### src/rtl/bwn_rd_seq.sv
`default_nettype none
// +--------------------------------------------------------------------------+
// | bwn_rd_seq : drains a BWN feature/weight buffer in write-counter order   |
// |              onto a valid/ready stream through a 4-deep output buffer.   |
// | Revision   : 1.0                                                         |
// +--------------------------------------------------------------------------+
module bwn_rd_seq #(
  parameter int WL  = 8,
  parameter int DW  = 16,
  parameter int LSB = 2,
  parameter int ECV = 13
) (
  input  logic          iCLK,
  input  logic          iRSTN,
  input  logic          iSTART,
  input  logic          iCLR,
  output logic          oRD_EN,
  output logic [WL-1:0] oRD_ADDR,
  input  logic [DW-1:0] iRD_DATA,
  output logic          oVALID,
  output logic [DW-1:0] oDATA,
  output logic          oLAST,
  input  logic          iREADY,
  output logic          oBUSY,
  output logic          oDONE
);

  localparam int N     = (ECV << LSB) + 1;
  localparam int CW    = ($clog2(N + 1) > 6) ? $clog2(N + 1) : 6;
  localparam int DEPTH = 4;

  typedef enum logic [1:0] {
    IDLE  = 2'd0,
    ISSUE = 2'd1,
    DRAIN = 2'd2,
    DONE  = 2'd3
  } stateT;

  stateT         rState;
  stateT         wStateNext;
  logic          rRdEn;
  logic          wRdEnNext;
  logic [WL-1:0] rAddr;
  logic [WL-1:0] wAddrNext;
  logic          rPend;
  logic [DW-1:0] rBuf [DEPTH];
  logic [2:0]    rOcc;
  logic [2:0]    wOccNext;
  logic [CW-1:0] rPopCnt;
  logic [CW-1:0] wPopCntNext;
  logic          rValid;
  logic          rLast;
  logic          rBusy;
  logic          rDone;
  logic          wPop;
  logic          wPush;
  logic          wStart;
  logic          wIsLast;
  logic          wIssueOk;
  logic [1:0]    wWrIdx;

  // End-of-pass address test mirrors the write counter: block field == ECV, sub-word == 0.
  if (LSB == 0) begin : g_noSub
    assign wIsLast = (rAddr == WL'(ECV));
  end else begin : g_sub
    assign wIsLast = (rAddr[WL-1:LSB] == (WL-LSB)'(ECV)) && (rAddr[LSB-1:0] == '0);
  end

  assign wPop   = rValid & iREADY;
  assign wPush  = rPend;
  assign wStart = (rState == IDLE) & iSTART & ~iCLR;
  assign wWrIdx = 2'(rOcc - 3'(wPop));

  // Counting reads already in flight keeps the buffer at or below four entries.
  assign wIssueOk = (({1'b0, rOcc} + 4'(rRdEn)) - 4'(wPop)) <= 4'd2;

  assign wOccNext    = iCLR ? 3'd0 : (rOcc + 3'(wPush) - 3'(wPop));
  assign wPopCntNext = (iCLR | wStart) ? '0 : (rPopCnt + CW'(wPop));

  always_ff @(posedge iCLK or negedge iRSTN) begin
    if (!iRSTN) begin
      rState <= IDLE;
    end else begin
      rState <= wStateNext;
    end
  end

  always_comb begin
    wStateNext = rState;
    wRdEnNext  = 1'b0;
    wAddrNext  = rAddr;
    case (rState)
      IDLE: begin
        if (iSTART) begin
          wStateNext = ISSUE;
          wRdEnNext  = 1'b1;
          wAddrNext  = '0;
        end
      end
      ISSUE: begin
        if (rRdEn) begin
          if (wIsLast) begin
            wStateNext = DRAIN;
          end else begin
            wAddrNext = rAddr + WL'(1);
          end
        end
        wRdEnNext = wIssueOk & ~(rRdEn & wIsLast);
      end
      DRAIN: begin
        if (wPop && rLast) begin
          wStateNext = DONE;
        end
      end
      DONE: begin
        wStateNext = IDLE;
      end
      default: begin
        wStateNext = IDLE;
      end
    endcase
    if (iCLR) begin
      wStateNext = IDLE;
      wRdEnNext  = 1'b0;
      wAddrNext  = rAddr;
    end
  end

  // Shift-style buffer: entry 0 is always the head, so oDATA is a plain register.
  always_ff @(posedge iCLK or negedge iRSTN) begin
    if (!iRSTN) begin
      rRdEn   <= 1'b0;
      rAddr   <= '0;
      rPend   <= 1'b0;
      rOcc    <= 3'd0;
      rPopCnt <= '0;
      rValid  <= 1'b0;
      rLast   <= 1'b0;
      rBusy   <= 1'b0;
      rDone   <= 1'b0;
      for (int i = 0; i < DEPTH; i++) begin
        rBuf[i] <= '0;
      end
    end else begin
      rRdEn   <= wRdEnNext;
      rAddr   <= wAddrNext;
      rPend   <= rRdEn & ~iCLR;
      rOcc    <= wOccNext;
      rPopCnt <= wPopCntNext;
      rValid  <= (wOccNext != 3'd0);
      rLast   <= (wOccNext != 3'd0) && (wPopCntNext == CW'(N - 1));
      rBusy   <= (wStateNext != IDLE);
      rDone   <= (wStateNext == DONE);
      if (!iCLR) begin
        if (wPop) begin
          for (int i = 0; i < DEPTH - 1; i++) begin
            rBuf[i] <= rBuf[i+1];
          end
        end
        if (wPush) begin
          rBuf[wWrIdx] <= iRD_DATA;
        end
      end
    end
  end

  assign oRD_EN   = rRdEn;
  assign oRD_ADDR = rAddr;
  assign oVALID   = rValid;
  assign oDATA    = rBuf[0];
  assign oLAST    = rLast;
  assign oBUSY    = rBusy;
  assign oDONE    = rDone;

endmodule
`default_nettype wire

### config.mk
export PLATFORM = sky130hd
export DESIGN_NAME = bwn_rd_seq
export DESIGN_NICKNAME = d
export VERILOG_FILES = /design/src/rtl/bwn_rd_seq.sv
export SDC_FILE = /design/constraint.sdc
export NUM_CORES = 1
export LEC_CHECK = 0
export CAP_MARGIN = 20
export CORE_ASPECT_RATIO = 0.8
export CORE_MARGIN = 2
export CORE_UTILIZATION = 50
export CTS_CLUSTER_SIZE = 16
export DETAILED_ROUTE_END_ITERATION = 6
export GPL_ROUTABILITY_DRIVEN = 0
export PLACE_DENSITY = 0.7
export SYNTH_ARGS = -nofsm -noshare
export SYNTH_HDL_FRONTEND = slang
export SYNTH_SLANG_ARGS = --single-unit
### constraint.sdc
create_clock -name iCLK -period 2.96 [get_ports iCLK]
set_input_delay 0.296 -clock iCLK [delete_from_list [all_inputs] [get_ports iCLK]]
set_output_delay 0.296 -clock iCLK [all_outputs]
set_load 0.01 [all_outputs]
# == Word-level counts from Yosys, hierarchy flattened ==
# Cells that the tools add are included.
# totals
register_bits,89
in_bits,21
output_inout_bits,29
word_cells,75
# classes
add_sub_neg,7
magnitude_cmp,3
n_eq_ne,9
mux,21
n_bitwise,10
reduce_logical,11
# ops
operator,n
two-way mux 48 bit,2
bitwise mux 64 bit,1
two-way mux 64 bit,1
demux 16 bit (select 2 bit),1
two-way mux 8 bit,3
two-way mux 16 bit,1
case mux 8 bit (2 select lines),1
two-way mux 2 bit,5
"adder 8 x 1 -> 8 bit, second input constant",1
case mux 2 bit (4 select lines),1
adder 6 x 1 -> 6 bit,1
bitwise AND 1 bit,6
"== test 2 bit, second input constant",3
"== test 6 x 4 -> 1 bit, second input constant",1
"== test 6 bit, second input constant",1
two-way mux 6 bit,1
"inequality test 2 bit, second input constant",3
AND reduction 5 bit,1
adder 3 x 1 -> 4 bit,1
"<= comparator 4 x 2 -> 1 bit, second input constant",1
logical AND 1 bit,4
logical NOT 2 bit,2
nonzero test 2 bit,2
subtractor 4 x 1 -> 4 bit,1
14 further kinds,16

# == Longest topological paths before layout ==
# depth
word_depth,9
ltp_mapped,10
ltp_nobuf,9

# == Worst setup path before layout ==
# Ideal clock, no wire load.
# synth_timing
kind,register to register
from,reg rOcc[0]
to,reg rBuf[37] in the netlist's numbering
setup_time_ns,0.126
arrival_time_ns,2.383
required_ns,2.834
path_slack_ns,0.451
stages_incl_launch_ff,10
path_buffers,2
period_less_slack_ns,2.509
path_cell_list,dfrtp_1 -> and3b_1 -> buf_6 -> inv_1 -> ha_1 -> nand3b_1 -> a21oi_1 -> clkbuf_1 -> and2b_1 -> a221o_1
# synth_between
elab_chain_len,8
word_cells_on_any_way,9
# synth_rtl
element,line,text
from (decl),47,logic [2:0] rOcc;
from (signal assigned),148,rOcc <= wOccNext;
subtractor 2 x 1 -> 2 bit *,72,assign wWrIdx = 2'(rOcc - 3'(wPop));
inverter 2 -> 3 bit (not written as such) *,161,rBuf[wWrIdx] <= iRD_DATA;
>= comparator 3 bit (not written as such) / less-than comparator 3 x 1 -> 1 bit (equally long branches),161,
logical AND 1 bit (not written as such),161,
two-way mux 16 bit (not written as such),161,
demux 16 bit (select 2 bit) *,161,
bitwise mux 64 bit *,161,
two-way mux 64 bit *,160,if (wPush) begin
"to (signal, indexed assignment)",157,rBuf[i] <= rBuf[i+1];
"to (signal, indexed assignment)",161,
to (decl),46,logic [DW-1:0] rBuf [DEPTH];
# Every way passes the cells marked *; elsewhere a longest branch is shown, timed or not.
# A chain may end at the register's enable or synchronous reset.

# == Worst setup path in the final report ==
# layout_timing
from,reg rOcc[0]
to,reg rLast (netlist: oLAST)
# layout_between
elab_chain_len,5
# layout_rtl
element,line,text
adder 3 x 1 -> 3 bit,77,assign wOccNext = iCLR ? 3'd0 : (rOcc + 3'(wPush) - 3'(wPop));
subtractor 3 x 1 -> 3 bit,77,
two-way mux 3 bit,77,
nonzero test 3 bit,151,rLast <= (wOccNext != 3'd0) && (wPopCntNext == CW'(N - 1));
logical AND 1 bit,151,
to (signal assigned),151,
to (decl),52,logic rLast;
# Every way passes these cells.

==> metrics.md <==
| Metric | Value |
|---|---|
| Status | finished clean |
| Crit path launch type | flip-flop |
| Combinational share of power | 0.318 |
| Post-Synthesis Cell Area | 4350 um^2 |
| CP Capture Type | flip-flop |
| Pwr per Cell Area | 780 nW/um^2 |
| Post-synth top area share | 0.513 |
| Area grow syn2layout | 16.5% |
| Slowest CP cell | fa_1 |
| Syn Area/Cell | 10.8 um^2 |
| Initial antenna violation count | 0 |
| Max FO, Critical Path | 8 |
| Crit path cell chain | and3b_1, or2_4, ha_1, fa_1, nor2_1, a21oi_1, nand3_1, a2111oi_0 |
| Internal power | 2.65 mW |
| Commonest cells after routing, fill and taps aside | 89 x dfrtp_1, 48 x clkdlybuf4s50_1, 39 x nand2_1 |
| Post-CTS Setup Repair Bufs | 0 |
| Worst vdd ir | 0.402 mV |
| Crit-path max cell delay | 0.49 ns |
| Critical Path AT | 2.70 ns |
| Worst Setup SP | rOcc[0] |
| Initial Utilization | 0.515 |
| Commonest non-fill, non-tap cell in the layout | dfrtp_1 |
| Kind of critical path | reg -> reg |
| First-pass GRT wire length | 16400 um |
| Max frequency | 405 MHz |
| Die span in x | 108 um |
| Crit path time final | 2.47 ns |
| Final hold vios | 0 |
| Via count | 3226 |
| Final period utilization | 0.834 |
| Placed cells | 539 |
| Wire per inst | 17.4 um |
| Synth async-reset ratio | 1.00 |
| Chip Height | 87.4 um |
| Syn Inst Count | 401 |
| Num CTS Buffers | 9 |
| Slew @ Worst Pin | 0.660 ns |
| Setup Viol. Count Final | 0 |
| Synthesis warning total | 0 |
| CTS root buf | clkbuf_8 |
| Req. time, crit path | 3.19 ns |
| Die ar. | 9460 um^2 |
| DR DRC count | 0 |
| Largest net degree at the start of global routing | 90 |
| Clock tree buffer depth | 2 |
| Hold_ws | 0.484 ns |
| Final WS setup | 0.491 ns |
| HP Class | reg -> reg |
| H-tree levels | 3 |
| Setup TNS | 0 ns |
| Max cap viols | 0 |
| FF-to-FF Start | rOcc[0] |
| Distinct cells, synth | 52 |
| Cell row count | 30 |
| Initial DRT Pass Iterations | 4 |
| DR iter-0 viols | 217 |
| Io pins | 50 |
| CTS tree | built |
| Switch Pwr | 1.30 mW |
| Seq/Total Area, Yosys | 0.513 |
| Antenna diode count | 0 |
| Net count, final | 470 |
| WL final | 9670 um |
| Synth area leader | dfrtp_1 |
| Worst slew margin | 0.559 |
| PortBufs | 49 |
| Later-pin clock latency in the skew report | 0.35 ns |
| Largest delay share family, worst path | adder cells |
| Congestion Overflow GR | 0 |
| Non-filler cells, final | 556 |
| Vias in the first global route | 3194 |
| Unrepaired setup endpoints after global routing | no |
| Leak | 2.23 nW |
| Setup WS pre-CTS | 0.178 ns |
| Syn_nets | 432 |
| Bufs and invs on worst path | 0 |
| Post-route ant nets | 0 |
| Clock Skews | 0.00683 ns |
| Quantity of gates resized following cts | 0 |
| Final Max Tran Viols | 0 |
| Core Region | 8450 um^2 |
| Yosys reg bits | 89 |
| Total clock sinks | 89 |
| Main synth FF type | dfrtp_1 |
| Sw Ratio | 0.329 |
| Seq pwr share | 0.470 |
| Area contributors post-synth | dfrtp_1 51%, a22oi_1 5.5%, o21ai_0 4.1%, mux2_2 4.1%, a221o_1 3.7% |
| Fin util | 0.600 |
| GRT Util Overall | 0.223 |
| Clock share of power | 0.212 |
| Dpl hpwl | 6320 um |
| Worst Hold Launch | oDATA[2] |
| Drt via density | 5.80 |
| EDFF count, synth | 0 |
| Layout cells sized above 1 | 0.122 |
| Clk slew on worst S/H paths | 0.09 ns |
-- what timing repair did --
item	in CTS	in global routing
hold buffers	1	0
endpoints found under the hold margin	22	0
setup endpoints to repair	0	0
-- layout make-up --
| cell class | count | area [um^2] |
|---|---|---|
| Fill cell | 727 | 3380 |
| Sequential cell | 89 | 2230 |
| Multi-Input combinational cell | 265 | 1850 |
| Timing Repair Buffer | 63 | 612 |
| Tap cell | 112 | 140 |
| Clock buffer | 10 | 128 |
| Clock inverter | 6 | 67.6 |
| Inverter | 11 | 41.3 |
-- power groups by stage --
| stage | clock network, mW | logic, mW | registers [mW] |
|---|---|---|---|
| 2_1_floorplan | 0 | 0.928 | 1.80 |
| 3_3_place_gp | 0 | 1.21 | 1.86 |
| 3_5_place_dp | 0 | 1.26 | 1.87 |
| 4_1_cts | 0.857 | 1.27 | 1.85 |
| 5_1_grt | 0.905 | 1.40 | 1.91 |
| 6_report | 0.839 | 1.26 | 1.86 |
-- final timing paths --
kind,end,slack (ns),cells past startpoint
min,oDATA[2],0.48,2
min in group asynchronous,rPopCnt[1],0.49,3
max in group asynchronous,rBuf[19],2.06,3
max,oLAST,0.49,8
min reg2reg,oDATA[2],0.48,2
max reg2reg,oLAST,0.49,8
-- synth_stat cells, types with 3 or more instances --
library cell and number:
mux2_2 16, dfrtp_1 89, nor3_1 7, buf_4 18, clkbuf_1 12, a21oi_1 8, nor2b_1 12, nand3_1 6
o21ai_0 36, a221o_1 16, and2b_1 10, a31oi_1 5, nand4_1 3, inv_1 10, a22oi_1 32, xnor2_1 6
ha_1 8, o31ai_1 3, nand3b_1 3, nand2_1 39, or3_1 4, buf_6 3, nor2_1 16
-- worst reg2reg max path, delay by kind of cell (launching register included) --
| kind | cells | cell delay [ns] |
|---|---|---|
| adders and majority gates | 2 | 0.69 |
| and+or+nand+nor | 4 | 0.64 |
| AOI/OAI and AO/OA | 2 | 0.55 |
| DFF | 1 | 0.48 |
-- kinds of logic (layout without fill, tap and decap cells) --
kind of cell / after synthesis / after routing / synth area share
multiplexers: 16 / 16 / 0.0415
buffers and inverters: 47 / 90 / 0.0622
XOR/XNOR: 8 / 8 / 0.0161
flip-flops: 89 / 89 / 0.513
AND/OR/NAND/NOR: 120 / 120 / 0.160
adder cells (fa/ha/maj): 10 / 10 / 0.0323
AO/OA/AOI/OAI: 111 / 111 / 0.175
-- metal layers --
| layer | share of wire | vias to the layer above | track usage |
|---|---|---|---|
| met5 | 0 | - | 0 |
| met3 | 0.039 | 8 | 0.0479 |
| met4 | 0.010 | 0 | 0.0408 |
| met2 | 0.49 | 62 | 0.353 |
| met1 | 0.46 | 1641 | 0.322 |
| li1 | - | 1515 | - |
-- through the flow --
stage,instance area [um^2],total power [mW]
after floorplan,4350,2.73
after global placement,4850,3.07
after detailed placement,4860,3.14
after CTS,5060,3.98
after global routing,5060,4.22
final,5060,3.95
No activity file was read; power rests on OpenSTA's default activity.
